<file path="src/rtl/bus_cmd_responder.sv">
// bus_cmd_responder: target endpoint that accepts one command at a time,
// executes it against a small register file and returns a tagged response.
module bus_cmd_responder #(
    parameter int DEPTH       = 16,
    parameter int WAIT_CYCLES = 2
) (
    input  logic        clk,
    input  logic        rst,
    input  logic        req_valid,
    output logic        req_ready,
    input  logic [2:0]  req_cmd,
    input  logic [7:0]  req_addr,
    input  logic [31:0] req_data,
    input  logic [3:0]  req_id,
    output logic        rsp_valid,
    input  logic        rsp_ready,
    output logic [7:0]  rsp_addr,
    output logic [31:0] rsp_data,
    output logic [3:0]  rsp_id,
    output logic        rsp_err,
    output logic [1:0]  state
);

    localparam logic [1:0] S_IDLE   = 2'b00;
    localparam logic [1:0] S_ACTIVE = 2'b01;
    localparam logic [1:0] S_WAIT   = 2'b10;
    localparam logic [1:0] S_ERROR  = 2'b11;

    localparam logic [2:0] CMD_READ  = 3'b000;
    localparam logic [2:0] CMD_WRITE = 3'b001;
    localparam logic [2:0] CMD_ERASE = 3'b010;
    localparam logic [2:0] CMD_FLUSH = 3'b011;

    localparam int AW = (DEPTH > 1) ? $clog2(DEPTH) : 1;
    localparam int CW = (WAIT_CYCLES > 0) ? $clog2(WAIT_CYCLES + 1) : 1;
    localparam int NW = $clog2(DEPTH + 1);

    localparam logic [8:0]    DEPTH_L = 9'(DEPTH);
    localparam logic [CW-1:0] WAIT_L  = CW'(WAIT_CYCLES);

    // Captured request
    logic [1:0]    r_state;
    logic [2:0]    r_cmd;
    logic [7:0]    r_addr;
    logic [31:0]   r_data;
    logic [3:0]    r_id;
    logic [CW-1:0] r_cnt;

    // Response registers
    logic          r_rsp_valid;
    logic          r_rsp_err;
    logic [31:0]   r_rsp_data;
    logic [7:0]    r_rsp_addr;
    logic [3:0]    r_rsp_id;

    logic [31:0]   w_mem [DEPTH];
    logic [DEPTH-1:0] w_nz;
    logic [NW-1:0] w_nz_count;
    logic          w_bad;
    logic          w_exec;
    logic          w_long;
    logic          w_handshake;
    logic [31:0]   w_rd_word;

    // Illegal opcode, or an out-of-range address on anything but FLUSH.
    // The compare uses all 8 address bits so aliases above DEPTH are rejected.
    assign w_bad       = r_cmd[2] || ((r_cmd != CMD_FLUSH) && !({1'b0, r_addr} < DEPTH_L));
    assign w_exec      = (r_state == S_ACTIVE) && !w_bad;
    assign w_long      = ((r_cmd == CMD_ERASE) || (r_cmd == CMD_FLUSH)) && (WAIT_CYCLES > 0);
    assign w_handshake = r_rsp_valid && rsp_ready;
    assign w_rd_word   = w_mem[r_addr[AW-1:0]];

    // Register file: one register per word so that reset and FLUSH can clear
    // every word in a single cycle and the nonzero flags are always visible.
    genvar gi;
    generate
        for (gi = 0; gi < DEPTH; gi++) begin : g_word
            logic [31:0] r_word;
            logic        w_hit;

            assign w_hit = (r_addr[AW-1:0] == AW'(gi));

            // Word update on the edge leaving ACTIVE for a legal command.
            always_ff @(posedge clk) begin
                if (rst) begin
                    r_word <= '0;
                end else if (w_exec) begin
                    if (r_cmd == CMD_FLUSH) begin
                        r_word <= '0;
                    end else if (w_hit && (r_cmd == CMD_WRITE)) begin
                        r_word <= r_data;
                    end else if (w_hit && (r_cmd == CMD_ERASE)) begin
                        r_word <= '0;
                    end
                end
            end

            assign w_mem[gi] = r_word;
            assign w_nz[gi]  = |r_word;
        end
    endgenerate

    // Population count of nonzero words, reported by FLUSH.
    always_comb begin
        w_nz_count = '0;
        for (int i = 0; i < DEPTH; i++) begin
            w_nz_count = w_nz_count + NW'(w_nz[i]);
        end
    end

    // Main control: capture in IDLE, execute in ACTIVE, count down and hold
    // the response in WAIT, hold the error response in ERROR.
    always_ff @(posedge clk) begin
        if (rst) begin
            r_state     <= S_IDLE;
            r_cmd       <= '0;
            r_addr      <= '0;
            r_data      <= '0;
            r_id        <= '0;
            r_cnt       <= '0;
            r_rsp_valid <= 1'b0;
            r_rsp_err   <= 1'b0;
            r_rsp_data  <= '0;
            r_rsp_addr  <= '0;
            r_rsp_id    <= '0;
        end else begin
            case (r_state)
                S_IDLE: begin
                    if (req_valid) begin
                        r_cmd   <= req_cmd;
                        r_addr  <= req_addr;
                        r_data  <= req_data;
                        r_id    <= req_id;
                        r_state <= S_ACTIVE;
                    end
                end
                S_ACTIVE: begin
                    r_rsp_addr <= r_addr;
                    r_rsp_id   <= r_id;
                    if (w_bad) begin
                        r_rsp_valid <= 1'b1;
                        r_rsp_err   <= 1'b1;
                        r_rsp_data  <= '0;
                        r_state     <= S_ERROR;
                    end else begin
                        case (r_cmd)
                            CMD_READ:  r_rsp_data <= w_rd_word;
                            CMD_WRITE: r_rsp_data <= r_data;
                            CMD_FLUSH: r_rsp_data <= 32'(w_nz_count);
                            default:   r_rsp_data <= '0;
                        endcase
                        r_state <= S_WAIT;
                        if (w_long) begin
                            r_cnt       <= WAIT_L;
                            r_rsp_valid <= 1'b0;
                        end else begin
                            r_cnt       <= '0;
                            r_rsp_valid <= 1'b1;
                        end
                    end
                end
                S_WAIT: begin
                    if (r_cnt != '0) begin
                        r_cnt <= r_cnt - CW'(1);
                        if (r_cnt == CW'(1)) begin
                            r_rsp_valid <= 1'b1;
                        end
                    end else if (w_handshake) begin
                        r_rsp_valid <= 1'b0;
                        r_rsp_err   <= 1'b0;
                        r_state     <= S_IDLE;
                    end
                end
                S_ERROR: begin
                    if (w_handshake) begin
                        r_rsp_valid <= 1'b0;
                        r_rsp_err   <= 1'b0;
                        r_state     <= S_IDLE;
                    end
                end
                default: r_state <= S_IDLE;
            endcase
        end
    end

    assign req_ready = (r_state == S_IDLE);
    assign rsp_valid = r_rsp_valid;
    assign rsp_err   = r_rsp_err;
    assign rsp_data  = r_rsp_data;
    assign rsp_addr  = r_rsp_addr;
    assign rsp_id    = r_rsp_id;
    assign state     = r_state;

endmodule
</file>
<file path="config.mk">
export PLATFORM = sky130hd
export DESIGN_NAME = bus_cmd_responder
export DESIGN_NICKNAME = d
export VERILOG_FILES = /design/src/rtl/bus_cmd_responder.sv
export SDC_FILE = /design/constraint.sdc
export NUM_CORES = 2
export LEC_CHECK = 0
export CAP_MARGIN = 0
export CORE_MARGIN = 4
export CORE_UTILIZATION = 45
export CTS_CLUSTER_DIAMETER = 120
export DETAILED_ROUTE_END_ITERATION = 16
export PLACE_DENSITY = 0.64
export SYNTH_ARGS = -nofsm -noshare
export SYNTH_HDL_FRONTEND = slang
export SYNTH_SLANG_ARGS = --single-unit
</file>
<file path="constraint.sdc">
create_clock -name clk -period 6.5 [get_ports clk]
set_clock_uncertainty 0.05 [all_clocks]
set_input_delay 0.975 -clock clk [delete_from_list [all_inputs] [get_ports clk]]
set_output_delay 0.975 -clock clk [all_outputs]
set_load 0.03 [all_outputs]
</file>
Yosys cells after proc, flatten, opt, wreduce, memory -nomap -nowiden:

Cells that the tools add are included.

* register bits: 609
* output and inout bits: 49
* word-level logic and storage cells: 245

* add/subtract/negate cells: 16
* order comparisons: 2
* equality and inequality tests: 29
* mux-type cells: 72
* bitwise operators: 1
* reduce and logical (&&, ||, !) cells: 98

Operators with widths (count)
* 2-to-1 mux 32 bit: 51
* OR reduction 32 bit: 16
* binary-select mux 32 bit (select 4 bit): 1
* case mux 32 bit (3 select lines): 1
* adder 5 x 1 -> 5 bit: 11
* nonzero test 3 bit: 17
* AND reduction 2 bit: 19
* logical AND 1 bit: 35
* == test 4 bit (second input constant): 8
* == test 4 x 3 -> 1 bit (second input constant): 4
* 2-to-1 mux 2 bit: 6
* != test 2 bit (second input constant): 5
* 2-to-1 mux 1 bit: 9
* == test 4 x 2 -> 1 bit (second input constant): 2
* less-than comparator 8 x 5 -> 1 bit (second input constant): 1
* case mux 2 bit (4 select lines): 1
* == test 3 x 2 -> 1 bit (second input constant): 2
* case mux 1 bit (3 select lines): 2
* AND reduction 3 bit: 2
* adder 4 x 1 -> 5 bit: 1
* >= comparator 5 bit (second input constant): 1
* NOT 4 -> 5 bit: 1
* adder 3 x 1 -> 4 bit: 1
* == test 2 x 1 -> 1 bit (second input constant): 2
* other kinds (15): 19

Depth between registers and ports, before layout:

* word-level depth: 18
* depth in mapped cells: 16

Least setup slack after synthesis:

Ideal clock, no wire load.

* path kind: reg2reg
* from: register g_word[15].r_word[24]
* to: register r_rsp_data[2], in the netlist rsp_data[2]
* setup time: 134 ps
* data arrival time: 4294 ps
* data required time: 6316 ps
* path slack: 2023 ps
* cell stages (with the launch flop): 14
* buffers on the path: 0
* clock period less this slack: 4477 ps
* path through: dfxtp_1 -> nor4_1 -> nand4_1 -> or2_2 -> fa_1 -> fa_1 -> fa_1 -> fa_1 -> ha_1 -> fa_1 -> xor2_1 -> a222oi_1 -> a21boi_0 -> a311oi_1

* cells in the longest elaborated chain, start to end: 4

Ends and longest elaborated chain
* from (decl): line 78 `logic [31:0] r_word;`
* from (signal assigned): line 91 `r_word <= r_data;`
* OR reduction 32 bit: line 99 `assign w_nz[gi] = |r_word;`
* adder 5 x 1 -> 5 bit: line 107 `w_nz_count = w_nz_count + NW'(w_nz[i]);`
* case mux 32 bit (3 select lines): line 146 `case (r_cmd)`
* 2-to-1 mux 32 bit: line 140 `if (w_bad) begin`
* to (signal assigned): line 147 `CMD_READ: r_rsp_data <= w_rd_word;`
* to (signal assigned): line 148 `CMD_WRITE: r_rsp_data <= r_data;`
* to (signal assigned): line 149 `CMD_FLUSH: r_rsp_data <= 32'(w_nz_count);`
* to (decl): line 52 `logic [31:0] r_rsp_data;`

No other way between the ends.
A chain may end at the register's enable or synchronous reset.

Worst setup path in the final report:

* from: register g_word[11].r_word[6]
* to: register r_rsp_data[2], in the netlist rsp_data[2]

* cells in the longest elaborated chain, start to end: 8

Ends and longest elaborated chain (line)
* from (decl): 78
* from (signal assigned): 91
* OR reduction 32 bit: 99
* adder 5 x 1 -> 5 bit (5 in series): 107
* case mux 32 bit (3 select lines): 146
* 2-to-1 mux 32 bit: 140

No other way between the ends.

==> results.py <==
metrics = {
    "power_and_ir_drop": {
        "switching_share_pct": 26.2,
        "combPwrFrac_pct": 8.6,
        "power_leakage_nw": 9.48,
        "p_switching_mw": 2.17,
        "intPower_mw": 6.13,
        "ir_drop_v": 0.000164,
        "seqPwrFrac_pct": 46.7,
        "clkPwrFrac_pct": 44.7,
        "power_density_nw_per_um2": 287,
    },
    "worst_setup_path": {
        "reg2reg_to": "rsp_data[2]",
        "worstSetupPathType": "flip-flop to flip-flop",
        "r2r.worst_path.cells": 13,
        "cp_top_family": "adder cells",
        "critPathLaunchType": "flip-flop",
        "cp.depth": 13,
        "cp_common_cell": "fa_1",
        "slowest_delay_ns": 0.83,
        "cp_max_fo": 3,
        "slowest_stage": "nor4_1",
        "crit_buf_inv": 0,
        "cp_cell_sequence": "nor4_1 -> nand4_1 -> or2_2 -> fa_1 -> fa_1 -> fa_1 -> fa_1 -> ha_1 -> fa_1 -> xor2_1 -> a222oi_1 -> a21boi_0 -> a311oi_1",
        "critPathArrivalTime_ns": 5.98,
        "reg2reg_from": "g_word[11].r_word[6]",
        "startpoint": "g_word[11].r_word[6]",
        "critical_path_required_ns": 6.91,
        "crit_end": "rsp_data[2]",
        "end_kind": "flip-flop",
        "reg2reg_slack_ns": 0.93,
    },
    "global_routing": {
        "grt_max_degree": 146,
        "grt_pass1_vias": 21200,
        "groute.usage.overall_pct": 32.0,
        "grt_antenna_before_repair": 3,
        "grt_pass1_wl_um": 144000,
        "grt_overflow_total": 0,
    },
    "floorplanning": {
        "die_area_um2": 60200,
        "rows": 86,
        "core_region_area_um2": 55400,
        "die_y_um": 245,
        "io_pins": 100,
        "initial_core_util_pct": 45.7,
        "die_width_um": 245,
    },
    "clock_network": {
        "cts_root_buf": "clkbuf_16",
        "path_clk_slew_ns": 0.06,
        "htree_levels": 3,
        "cts_tree": "built",
        "ctsResizeCount": 0,
        "ctsHoldBuffers": 0,
        "clk_latency_ns": 0.60,
        "cts_buffers": 66,
        "cts_sinks": 609,
        "postCtsSetupBuffers": 0,
        "clockBufferDepth": 3,
    },
    "finish": {
        "nFillCells": 4778,
        "multi_input_area_um2": 12300,
        "final-seq-area_um2": 12200,
        "final_common_cell": "dfxtp_1",
        "drive_gt1_share_pct": 13.8,
        "most-common-layout-cells": "dfxtp_1 (606), o2bb2ai_1 (384), nand2_1 (256), nor4_1 (137), a22o_1 (128)",
        "final_area_um2": 29000,
        "nNetsFinal": 2367,
        "instances_no_fill": 3093,
        "syn_to_final_growth_pct": 14.3,
    },
    "synthesis": {
        "ys_ff_latch": 609,
        "async_flop_share_pct": 0,
        "yosys.area.top_type": "dfxtp_1",
        "syn_area_um2": 25300,
        "synth_fp_nets": 2375,
        "yosysTopAreaCellShare_pct": 48.1,
        "yosys_warnings": 0,
        "synth_edf_count": 0,
        "synth_cell_types": 53,
        "synthFlopType": "dfxtp_1",
        "syn_inst": 2307,
        "ys_seq_area_share_pct": 48.1,
        "syn_avg_cell_area_um2": 11.0,
        "synth_area_leaders": "dfxtp_1 (48%), o2bb2ai_1 (13%), mux4_2 (11%), a22o_1 (4.4%), nand2_1 (3.9%)",
    },
    "place": {
        "dp_hpwl_um": 64500,
        "place_area_um2": 26900,
        "dp_worst_setup_slack_ns": 1.14,
        "placement.io_buffers": 99,
        "place_congestion": 0.957,
        "place_inst": 2979,
    },
    "status": {
        "status": "finished clean",
    },
    "min_path": {
        "hold_path_class": "flip-flop to flip-flop",
    },
    "routing": {
        "wire_per_inst_um": 31.8,
        "antenna_left": 0,
        "drc": 0,
        "vias_per_cell": 6.96,
        "routed_wl_um": 98400,
        "drt_iter0_drc": 2538,
        "firstDrtPassIters": 6,
        "dr_total_vias": 21500,
    },
    "timing": {
        "max_slew_margin_pct": 14.9,
        "finalSetupTns_ns": 0,
        "finalSetupViolCount": 0,
        "max_freq_mhz": 180,
        "timing.final.crit_period_ns": 5.57,
        "maxSlewViolCount": 0,
        "worst_pin_slew_ns": 1.27,
        "final_hold_viol_count": 0,
        "timing.final.crit_share_pct": 85.6,
        "rsz0062_at_grt": "false",
        "fin_ws_ns": 0.933,
    },
    "run": {
        "cap_violations": 0,
    },
}
[Yosys cell counts, drive strengths merged (2+ instances only)]
cell / number
dfxtp: 609
o2bb2ai: 384
nand2: 260
clkbuf: 158
nor4: 139
a22o: 128
mux4: 122
buf: 68
a21oi: 65
mux2i: 65
nand3: 39
nand4: 37
nor2: 29
a21o: 27
o221ai: 27
o21ai: 24
nor3: 21
or2: 15
inv: 13
fa: 10
a211oi: 9
ha: 7
nand2b: 7
a22oi: 5
a311oi: 4
a31oi: 4
and2: 4
a21boi: 3
a222oi: 3
nor2b: 3
a211o: 2
o31ai: 2
xor2: 2
[state kept, by name (all words and copies together) (netlist names)]
register,flops
r_cnt,2
rsp_valid,1
rsp_addr,8
rsp_err,1
state,2
r_cmd,3
r_data,32
r_addr,8
g_word.r_word,512
rsp_id,4
rsp_data,32
r_id,4
[worst register-to-register path: stages, from the launching register on]
cell	delay (ns)
dfxtp_1	0.35
nor4_1	0.83
nand4_1	0.36
or2_2	0.39
fa_1	0.46
fa_1	0.50
fa_1	0.58
fa_1	0.43
ha_1	0.23
fa_1	0.47
xor2_1	0.17
a222oi_1	0.30
a21boi_0	0.22
a311oi_1	0.11
[stage by stage]
stage | util (%) | hold slack, ns | total power, mW
after floorplan | - | 0.382 | 4.34
after global placement | 48.5 | 0.391 | 4.64
after detailed placement | 48.5 | 0.400 | 4.65
after CTS | 52.2 | 0.407 | 8.29
after global routing | 52.2 | 0.425 | 8.51
final | 52.2 | 0.404 | 8.30
[cell families after synthesis]
kind of cell | Yosys count | synth area share [%]
xor+xnor | 2 | 0.0692
simple gates | 561 | 10.9
mux | 188 | 13.5
compound gates | 690 | 22.3
flops | 609 | 48.1
buf+inv | 240 | 3.97
fa+ha+maj | 17 | 1.14
[area by class of cell]
cell class	count	share of cell area, %
multi-input cells	1458	42.5
flip-flops and latches	609	42.1
clock buffers	96	6.48
repair buffers	150	4.78
well taps	748	3.23
clock inverters	17	0.704
inverters	14	0.182
diodes	1	0.00864
[routing by layer]
layer  track usage, %  part of all wire [%]  wire [um]  up-vias
met3             9.17                    11      10900      417
met2             49.5                    44      43800     1427
met1             40.2                    38      36900    10700
met5                0                 0.027         27        -
li1                 -                     -          -     9008
met4             18.2                   6.8       6740        4
[worst min-delay path by stage]
stage                      startpoint     endpoint  slack [ns]  cells past startpoint
final                         r_id[2]    rsp_id[2]        0.40                      2
after global routing          r_id[0]    rsp_id[0]        0.43                      2
after CTS                 rsp_addr[4]  rsp_addr[4]        0.41                      2
after detailed placement    rsp_id[2]    rsp_id[2]        0.40                      2
after global placement        r_id[3]    rsp_id[3]        0.39                      2
after floorplan               r_id[0]    rsp_id[0]        0.38                      2
[power by group through the flow]
stage / registers, mW / clock network, mW / logic, mW
final: 3.88 / 3.71 / 0.715
after global routing: 3.88 / 3.88 / 0.747
after CTS: 3.87 / 3.72 / 0.699
after detailed placement: 3.95 / 0 / 0.698
after global placement: 3.95 / 0 / 0.690
after floorplan: 3.88 / 0 / 0.467
(Power assumes the default switching activity.)
